--- src/rtl/wdt_pkg.sv ---
// Shared constants and types for the watchdog register front end.
package wdt_pkg;

  localparam logic [2:0] A_CNT_LO = 3'd0;
  localparam logic [2:0] A_CNT_HI = 3'd1;
  localparam logic [2:0] A_RLD_LO = 3'd2;
  localparam logic [2:0] A_RLD_HI = 3'd3;
  localparam logic [2:0] A_CFG    = 3'd4;
  localparam logic [2:0] A_KEY    = 3'd5;

  localparam logic [7:0] DEF_KEY1 = 8'h55;
  localparam logic [7:0] DEF_KEY2 = 8'hAA;
  localparam logic [7:0] DEF_KICK = 8'hA5;

  typedef enum logic [1:0] {
    LOCKED   = 2'd0,
    ARMED    = 2'd1,
    UNLOCKED = 2'd2
  } wdt_lock_t;

  function automatic logic is_protected(input logic [2:0] a);
    return (a == A_CNT_HI) || (a == A_RLD_HI) || (a == A_CFG);
  endfunction

endpackage

--- src/rtl/wdt_bus_ctrl_if.sv ---
// CPU-side 8-bit I/O port into the watchdog register front end.
interface wdt_bus_ctrl_if;
  logic [2:0] addr;
  logic       we;
  logic       re;
  logic [7:0] wdata;
  logic [7:0] rdata;

  modport master (output addr, we, re, wdata, input rdata);
  modport slave  (input addr, we, re, wdata, output rdata);
endinterface

--- src/rtl/wdt_unlock_fsm.sv ---
// Two-byte unlock sequencer with window timer; grants one protected write per unlock.
module wdt_unlock_fsm
  import wdt_pkg::*;
#(
  parameter int         UNLOCK_WINDOW = 16,
  parameter logic [7:0] KEY1          = DEF_KEY1,
  parameter logic [7:0] KEY2          = DEF_KEY2,
  parameter logic [7:0] KICK          = DEF_KICK
) (
  input  logic       clk,
  input  logic       reset_n,
  input  logic       key_we,
  input  logic [7:0] key_val,
  input  logic       prot_we,
  input  logic       other_we,
  output wdt_lock_t  state,
  output logic       allow,
  output logic       violation
);

  localparam int TW = (UNLOCK_WINDOW > 1) ? $clog2(UNLOCK_WINDOW) : 1;
  localparam logic [TW-1:0] LOAD = TW'(UNLOCK_WINDOW - 1);

  wdt_lock_t     state_q, state_d;
  logic [TW-1:0] timer_q, timer_d;

  always_ff @(posedge clk) begin
    if (!reset_n) begin
      state_q <= LOCKED;
      timer_q <= '0;
    end else begin
      state_q <= state_d;
      timer_q <= timer_d;
    end
  end

  always_comb begin
    state_d   = state_q;
    timer_d   = timer_q;
    allow     = 1'b0;
    violation = 1'b0;
    if (state_q == ARMED) timer_d = timer_q - TW'(1);
    if (key_we) begin
      if (key_val == KICK) begin
        state_d = LOCKED;
      end else begin
        case (state_q)
          LOCKED: if (key_val == KEY1) begin
            state_d = ARMED;
            timer_d = LOAD;
          end
          ARMED:   state_d = (key_val == KEY2) ? UNLOCKED : LOCKED;
          default: state_d = LOCKED;
        endcase
      end
    end else if (prot_we) begin
      // Either the single granted write or a violation; both relock.
      allow     = (state_q == UNLOCKED);
      violation = (state_q != UNLOCKED);
      state_d   = LOCKED;
    end else if (other_we) begin
      if (state_q == ARMED) state_d = LOCKED;
    end else if (state_q == ARMED && timer_q == '0) begin
      state_d = LOCKED;
    end
    if (state_d != ARMED) timer_d = '0;
  end

  assign state = state_q;

endmodule

--- src/rtl/wdt_bus_ctrl.sv ---
// Watchdog register front end: byte decode, atomic reload/counter access, write protection.
module wdt_bus_ctrl
  import wdt_pkg::*;
#(
  parameter int         UNLOCK_WINDOW = 16,
  parameter logic [7:0] KEY1          = DEF_KEY1,
  parameter logic [7:0] KEY2          = DEF_KEY2,
  parameter logic [7:0] KICK          = DEF_KICK
) (
  input  logic           clk,
  input  logic           reset_n,
  wdt_bus_ctrl_if.slave  bus,
  input  logic [15:0]    counter_out,
  input  logic [15:0]    reload_out,
  input  logic [7:0]     config_out,
  output logic [15:0]    counter_in,
  output logic [15:0]    reload_in,
  output logic [7:0]     config_in,
  output logic [1:0]     counter_write,
  output logic [1:0]     reload_write,
  output logic           config_write,
  output logic           zero_write
);

  wdt_lock_t  state;
  logic       allow, violation;
  logic       key_we, prot_we, other_we;
  logic [7:0] rd_mux, rdata_q, staged_lo, shadow_hi;

  assign key_we   = bus.we && (bus.addr == A_KEY);
  assign prot_we  = bus.we && is_protected(bus.addr);
  assign other_we = bus.we && !key_we && !prot_we;

  wdt_unlock_fsm #(
    .UNLOCK_WINDOW (UNLOCK_WINDOW),
    .KEY1          (KEY1),
    .KEY2          (KEY2),
    .KICK          (KICK)
  ) u_fsm (
    .clk       (clk),
    .reset_n   (reset_n),
    .key_we    (key_we),
    .key_val   (bus.wdata),
    .prot_we   (prot_we),
    .other_we  (other_we),
    .state     (state),
    .allow     (allow),
    .violation (violation)
  );

  // Reads see pre-write values since everything here is sampled before the edge.
  always_comb begin
    rd_mux = 8'h00;
    case (bus.addr)
      A_CNT_LO: rd_mux = counter_out[7:0];
      A_CNT_HI: rd_mux = shadow_hi;
      A_RLD_LO: rd_mux = reload_out[7:0];
      A_RLD_HI: rd_mux = reload_out[15:8];
      A_CFG:    rd_mux = config_out;
      A_KEY:    rd_mux = {6'b0, state};
      default:  rd_mux = 8'h00;
    endcase
  end

  always_ff @(posedge clk) begin
    if (!reset_n) begin
      rdata_q       <= '0;
      staged_lo     <= '0;
      shadow_hi     <= '0;
      counter_in    <= '0;
      reload_in     <= '0;
      config_in     <= '0;
      counter_write <= '0;
      reload_write  <= '0;
      config_write  <= 1'b0;
      zero_write    <= 1'b0;
    end else begin
      counter_write <= '0;
      reload_write  <= '0;
      config_write  <= 1'b0;
      zero_write    <= violation;
      if (bus.re) begin
        rdata_q <= rd_mux;
        if (bus.addr == A_CNT_LO) shadow_hi <= counter_out[15:8];
      end
      if (bus.we) begin
        case (bus.addr)
          A_CNT_LO: begin
            counter_write   <= 2'b01;
            counter_in[7:0] <= bus.wdata;
          end
          A_RLD_LO: staged_lo <= bus.wdata;
          A_CNT_HI: if (allow) begin
            counter_write    <= 2'b10;
            counter_in[15:8] <= bus.wdata;
          end
          A_RLD_HI: if (allow) begin
            reload_write <= 2'b11;
            reload_in    <= {bus.wdata, staged_lo};
          end
          A_CFG: if (allow) begin
            config_write <= 1'b1;
            config_in    <= bus.wdata;
          end
          A_KEY: if (bus.wdata == KICK) begin
            counter_write <= 2'b11;
            counter_in    <= reload_out;
          end
          default: ;
        endcase
      end
    end
  end

  assign bus.rdata = rdata_q;

endmodule

--- src/flat_wrapper.sv ---
// flat-port wrapper written by rule: the top's interface ports become plain ports
module wdt_bus_ctrl_flat import wdt_pkg::*;
#(
  parameter int         UNLOCK_WINDOW = 16,
  parameter logic [7:0] KEY1          = DEF_KEY1,
  parameter logic [7:0] KEY2          = DEF_KEY2,
  parameter logic [7:0] KICK          = DEF_KICK
)
  (clk, reset_n, counter_out, reload_out, config_out, counter_in, reload_in, config_in, counter_write, reload_write, config_write, zero_write, bus_addr, bus_we, bus_re, bus_wdata, bus_rdata);
  wdt_bus_ctrl_if bus_i ();
  input  logic clk;
  input  logic reset_n;
  input  logic [15:0] counter_out;
  input  logic [15:0] reload_out;
  input  logic [7:0] config_out;
  output logic [15:0] counter_in;
  output logic [15:0] reload_in;
  output logic [7:0] config_in;
  output logic [1:0] counter_write;
  output logic [1:0] reload_write;
  output logic config_write;
  output logic zero_write;
  input wire logic [$bits(bus_i.addr)-1:0] bus_addr;
  input wire logic [$bits(bus_i.we)-1:0] bus_we;
  input wire logic [$bits(bus_i.re)-1:0] bus_re;
  input wire logic [$bits(bus_i.wdata)-1:0] bus_wdata;
  output wire logic [$bits(bus_i.rdata)-1:0] bus_rdata;
  assign bus_i.addr = bus_addr;
  assign bus_i.we = bus_we;
  assign bus_i.re = bus_re;
  assign bus_i.wdata = bus_wdata;
  assign bus_rdata = bus_i.rdata;
  wdt_bus_ctrl #(.UNLOCK_WINDOW(UNLOCK_WINDOW), .KEY1(KEY1), .KEY2(KEY2), .KICK(KICK)) u_core (.clk(clk), .reset_n(reset_n), .bus(bus_i), .counter_out(counter_out), .reload_out(reload_out), .config_out(config_out), .counter_in(counter_in), .reload_in(reload_in), .config_in(config_in), .counter_write(counter_write), .reload_write(reload_write), .config_write(config_write), .zero_write(zero_write));
endmodule
--- config.mk ---
export PLATFORM = sky130hd
export DESIGN_NAME = wdt_bus_ctrl_flat
export DESIGN_NICKNAME = d
export VERILOG_FILES = /design/src/rtl/wdt_pkg.sv /design/src/rtl/wdt_bus_ctrl_if.sv /design/src/rtl/wdt_unlock_fsm.sv /design/src/rtl/wdt_bus_ctrl.sv /design/src/flat_wrapper.sv
export SDC_FILE = /design/constraint.sdc
export NUM_CORES = 1
export LEC_CHECK = 0
export CORE_UTILIZATION = 50
export CTS_CLUSTER_SIZE = 10
export DETAILED_ROUTE_END_ITERATION = 8
export HOLD_SLACK_MARGIN = 0.12
export PLACE_DENSITY = 0.83
export RECOVER_POWER = 50
export SETUP_SLACK_MARGIN = 0.05
export SLEW_MARGIN = 25
export SYNTH_ARGS = -nofsm -noshare
export SYNTH_HDL_FRONTEND = slang
export SYNTH_HIERARCHICAL = 1
export SYNTH_SLANG_ARGS = --single-unit
--- constraint.sdc ---
create_clock -name clk -period 5.75 [get_ports clk]
set_input_delay 1.4375 -clock clk [delete_from_list [all_inputs] [get_ports clk]]
set_output_delay 1.4375 -clock clk [all_outputs]
set_load 0.03 [all_outputs]
== Word-level counts from Yosys, hierarchy flattened ==
Index checks and enable logic that the tools add are counted.

* Flip-flop bits (word level): 76
* Latch bits: 0
* Bits in writable memories: 0
* Memory bits (read-only): 0
* Word-level logic and storage cells: 81
* Memories: 0

* Add/sub/neg operators: 1
* Multipliers: 0
* Div/mod/pow operators: 0
* Magnitude comparators: 0
* Equality and inequality tests: 14
* Shifts and indexed selects: 0
* Muxes and demuxes: 26
* Bitwise logic cells: 2
* Reductions and logical operators: 25

{| class="wikitable"
|+ Operator list
! operator !! number
|-
| $pmux 8 s6 || 1
|-
| $pmux 8 s2 || 2
|-
| $mux 2 || 11
|-
| $mux 4 || 5
|-
| $eq 8x8->1 const B || 2
|-
| $mux 16 || 1
|-
| $reduce_and 3->1 || 5
|-
| $eq 8x7->1 const B || 1
|-
| $mux 8 || 1
|-
| $eq 3x2->1 const B || 2
|-
| $eq 3x3->1 const B || 2
|-
| $pmux 2 s3 || 1
|-
| $reduce_and 2->1 || 3
|-
| $logic_and 1x1->1 || 5
|-
| $logic_not 4->1 || 1
|-
| $ne 2x1->1 const B || 2
|-
| $ne 2x2->1 const B || 2
|-
| $pmux 2 s2 || 1
|-
| $reduce_and 4->1 || 1
|-
| $reduce_bool 2->1 || 2
|-
| $sub 4x1->4 const B || 1
|-
| $eq 3x1->1 const B || 1
|-
| $logic_not 3->1 || 1
|-
| $mux 1 || 3
|-
| 8 further kinds || 11
|}

== Longest topological paths before layout ==
* Depth after elaboration: 11
* Depth in mapped cells: 10
* Gate-level depth less buffers: 6

== Modules after synthesis ==
Netlist, hierarchy kept.

{| class="wikitable"
|+ By module, submodules not included
! module !! times used !! cells each !! area an instance (um2) !! sequential area each (um2)
|-
| wdt_bus_ctrl || 1 || 362 || 3390.8 || 1381.3
|-
| wdt_unlock_fsm || 1 || 44 || 399.1 || 120.1
|}

== Worst setup path after synthesis ==
OpenSTA, ideal clock, no wires.

* Path type: input to register
* Start point: input port bus_addr[0]
* End point: register u_core.reload_write[0]
* Library setup time: 0.115 ns
* Arrival: 2.911 ns
* Path slack: 2.724 ns
* Stages on the path: 9
* Cells stage by stage: buf_4 > buf_6 > and2b_1 > o21a_1 > and3b_1 > and3_1 > buf_4 > buf_6 > and2_1

* Cells in the longest elaborated chain, start to end: 7
* Elaborated cells on any way between the ends: 12

{| class="wikitable"
|+ Ends and longest elaborated chain
! what !! RTL line !! text
|-
| start, declared || flat_wrapper.sv:23 || <nowiki>input wire logic [$bits(bus_i.addr)-1:0] bus_addr;</nowiki>
|-
| $eq 3x1->1 or $eq 3x2->1 (tied branches) || wdt_pkg.sv:22 || <nowiki>return (a == A_CNT_HI) || (a == A_RLD_HI) || (a == A_CFG);</nowiki>
|-
| $logic_or 1x1->1 || wdt_pkg.sv:22 ||
|-
| $logic_or 1x1->1 (*) || wdt_pkg.sv:22 ||
|-
| $logic_and 1x1->1 (*) || wdt_bus_ctrl.sv:31 || <nowiki>assign prot_we = bus.we && is_protected(bus.addr);</nowiki>
|-
| net u_core.prot_we || wdt_bus_ctrl.sv:27 || <nowiki>logic key_we, prot_we, other_we;</nowiki>
|-
| $mux 1 (*) || wdt_unlock_fsm.sv:56 || <nowiki>end else if (prot_we) begin</nowiki>
|-
| $mux 1 (*) || wdt_unlock_fsm.sv:43 || <nowiki>if (key_we) begin</nowiki>
|-
| net u_core.allow || wdt_bus_ctrl.sv:26 || <nowiki>logic allow, violation;</nowiki>
|-
| $mux 2 (*) || wdt_bus_ctrl.sv:97 || <nowiki>A_RLD_HI: if (allow) begin</nowiki>
|-
| end signal, assigned || wdt_bus_ctrl.sv:74 || <nowiki>reload_write <= '0;</nowiki>
|-
| end signal, assigned || wdt_bus_ctrl.sv:79 || <nowiki>reload_write <= '0;</nowiki>
|-
| end signal, assigned || wdt_bus_ctrl.sv:98 || <nowiki>reload_write <= 2'b11;</nowiki>
|-
| end, declared || wdt_bus_ctrl.sv:20 || <nowiki>output logic [1:0] reload_write,</nowiki>
|}

Mark *: on every way through the listed nets, which the timed path passes. The rest lies on a longest branch.
A chain may end at the register's enable or synchronous reset.

== Final worst setup path ==
* Start point: input port bus_addr[0]
* End point: register u_core.reload_in[1]

* Cells in the longest elaborated chain, start to end: 7
* Elaborated cells on any way between the ends: 11

{| class="wikitable"
|+ Ends and longest elaborated chain
! what !! RTL line !! text
|-
| $eq 3x1->1 or $eq 3x2->1 (tied branches) || wdt_pkg.sv:22 ||
|-
| $logic_or 1x1->1 || wdt_pkg.sv:22 ||
|-
| $logic_or 1x1->1 (*) || wdt_pkg.sv:22 ||
|-
| $logic_and 1x1->1 (*) || wdt_bus_ctrl.sv:31 ||
|-
| net u_core.prot_we || wdt_bus_ctrl.sv:27 ||
|-
| $mux 1 (*) || wdt_unlock_fsm.sv:56 ||
|-
| $mux 1 (*) || wdt_unlock_fsm.sv:43 ||
|-
| net u_core.allow || wdt_bus_ctrl.sv:26 ||
|-
| $reduce_and 3->1 (no line) (*) || -- ||
|-
| end signal, assigned || wdt_bus_ctrl.sv:99 || <nowiki>reload_in <= {bus.wdata, staged_lo};</nowiki>
|-
| end, declared || wdt_bus_ctrl.sv:17 || <nowiki>output logic [15:0] reload_in,</nowiki>
|}

Marks and branches as above.

==> results_dict.tcl <==
set metrics [dict create \
    clockBufferDepth 2 \
    yosysTopAreaCell "dfxtp_1" \
    path_max_fanout 17 \
    async_reset_ff_share_pct 0 \
    synth.avg_cell_area_um2 9.33 \
    drive_above_1_share_pct 10.9 \
    track_usage_pct 26.5 \
    grt-ovfl-total 0 \
    antenna_found_initial 0 \
    period_minus_slack_ps 4070 \
    cts_htree_levels 3 \
    min_period_over_period_pct 70.7 \
    io_pins 109 \
    start_util_pct 52.0 \
    finalSetupViolCount 0 \
    synth_flop_cell "dfxtp_1" \
    path_delay_family "simple AND/OR/NAND/NOR gates" \
    syn_nets 463 \
    synth_seq_cells 75 \
    clkSinkCount 75 \
    synth_top_area_share_pct 39.6 \
    clk_transition_reported_paths_ps 80 \
    busiest_layer "met2" \
    coreArea_um2 7290 \
    synthesis.area_um2 3790 \
    clock-root-buffer "clkbuf_8" \
    powerDensity_nw_per_um2 233 \
    slowest_stage "dlygate4sd3_1" \
    place.gp.congestion 0.919 \
    max_slew_margin_pct 37.5 \
    rows 31 \
    drc 0 \
    regToRegSetupSlack_ps 3660 \
    dieArea_um2 7930 \
    cp-end-kind "register" \
    hold_violations 0 \
    synthToLayoutAreaGrowth_pct 33.6 \
    crit_arrival_ps 4330 \
    grt_pass1_vias 3130 \
    clock.fmax_mhz 246 \
    startpoint "bus_addr[0]" \
    drt_wl_total_mm 10.2 \
    viasPerCell 5.54 \
    finClkSkew_ps 9.45 \
    postCtsSetupBuffers 0 \
    drv_slew 0 \
    synth_cell_types 58 \
    fp.dieH_um 89.1 \
    wl_per_cell_um 16.9 \
    ant_nets 0 \
    grt_util_met1_pct 34.8 \
    pre_cts_slack_ps 1400 \
    cp-start-kind "primary input" \
    min-delay-start "u_core/reload_in[9]$_SDFFE_PN0P_" \
    ys.warnings.count 6 \
    ys_top_cells_by_area "dfxtp_1 (40%), mux2i_1 (10%), nand2_1 (8.8%), nor2b_1 (3.8%), mux2_4 (3.6%)" \
    clkLatencyLatePin_ps 350 \
    cts_made_buffers 9 \
    p_leak_nw 2.06 \
    drtPass1Iterations 5 \
    synth_edf_count 0 \
    status "finished clean" \
    cts_resized 0 \
    grt_setup_unrepaired "false" \
    synthCells 406 \
    maxCapViolCount 0 \
    grt_max_degree 45 \
    worstMarginPinSlew_ps 938 \
    grt_pass1_wl_mm 15.8 \
    r2r_start "u_core/u_fsm/state[1]$_SDFF_PN0_" \
    grt_use_met3_pct 4.34 \
    antenna_cells 0 \
    holdBufCountCts 0 \
    crit_type "primary input to register" \
    peakVddDrop_mv 0.176 \
    crit_buf_inv 1 \
    cts_tree "yes" \
    die_w_um 89.1 \
    cpPeakStageDelay_ps 1080 \
    nets 557 \
    port_buffers 108 \
    num_vias 3349 \
    cp_cell_sequence "dlygate4sd3_1 > and2b_1 > o21a_1 > and3b_1 > and3_1 > nand2_1 > a21boi_0" \
    crit_required_ps 6010 \
    hp-class "register to register" \
    worst_slack_ps 1680 \
    setup-tns-final_ps 0 \
    dp_hpwl_mm 7.21 \
    drtIter0Drc 379 \
    ys_seq_area_share_pct 39.6 \
    met2_usage_pct 44.5 \
]
where the power goes:
part / leakage [nW] / total, W / internal, W / switching [W]
Combinational: 1.33 / 0.000155 / 0.0000782 / 0.0000766
Clock: 0.124 / 0.000493 / 0.000292 / 0.000201
Sequential: 0.606 / 0.000531 / 0.000527 / 0.00000427
state kept, by name, indices dropped and copies added (netlist names), 2 cells and up:
name	cells
u_core/bus.rdata	8
u_core/shadow_hi	8
u_core/counter_write	2
u_core/u_fsm/timer_q	4
u_core/config_in	8
u_core/u_fsm/state	2
u_core/staged_lo	8
u_core/reload_in	16
u_core/counter_in	16
cell families after synthesis:
family                     synth area share, %
and+or+nand+nor                           23.0
DFF                                       39.6
AOI/OAI and AO/OA                         13.1
muxes                                     17.2
buffers and inverters                     5.74
xor gates and xnor gates                 0.693
adders and majority gates                0.660
metrics by stage:
stage | power [W] | utilization [%] | hold WS (ps) | instance area (um2) | cells
6_report | 0.00118 | 69.4 | 452 | 5060 | 604
3_3_place_gp | 0.000696 | 66.1 | 437 | 4820 | 588
2_1_floorplan | 0.000629 | - | 430 | 3790 | 406
5_1_grt | 0.00122 | 69.4 | 481 | 5060 | 604
3_5_place_dp | 0.000697 | 66.1 | 446 | 4820 | 588
4_1_cts | 0.00119 | 69.5 | 459 | 5070 | 604
cell type report:
type,count,area [um2]
Multi-Input combinational cell,295,2070
Clock buffer,9,124
Inverter,9,33.8
Tap cell,99,124
Clock inverter,7,125
Fill cell,590,2230
Sequential cell,75,1500
Timing Repair Buffer,110,1090
synth_stat cells (all sizes together), types with 4 or more instances:
library cell  count
dfxtp            75
mux2             21
o21ai             8
and3b             5
nand2            89
nor3              6
a21boi           25
nor3b             4
buf              18
nor2             10
mux2i            38
a21oi            11
a22oi             4
nor2b            23
clkbuf            9
inv               9
path summary, 6_finish.rpt:
path,endpoint,depth (start not counted)
setup reg to reg,u_core/reload_in[1]$_SDFFE_PN0P_,5
hold reg to reg,u_core/reload_in[9]$_SDFFE_PN0P_,2
setup / recovery,u_core/reload_in[1]$_SDFFE_PN0P_,7
hold / removal,u_core/reload_in[9]$_SDFFE_PN0P_,2
worst min-delay path, delay by kind of cell (launching register included):
| kind | cells | cell delay, ps |
|---|---|---|
| simple gates | 1 | 50 |
| flops | 1 | 310 |
| compound gates | 1 | 50 |
metal layers:
metal | up-vias | routed length, um
met5 | - | 0
met4 | 0 | 215
met3 | 28 | 811
met2 | 180 | 4910
met1 | 1550 | 4290
li1 | 1591 | -
layout by cell type (no fill, tap or decap), drive strengths merged, types with 5 or more instances in the layout:
master	n
nor3	6
mux2i	38
dfxtp	75
inv	10
clkdlybuf4s50	51
nor2	10
a21boi	25
a21oi	11
clkbuf	9
o21ai	8
and3b	5
nor2b	23
dlygate4sd3	55
nand2	89
mux2	21
Note: power is estimated with default switching activity, not from simulation.
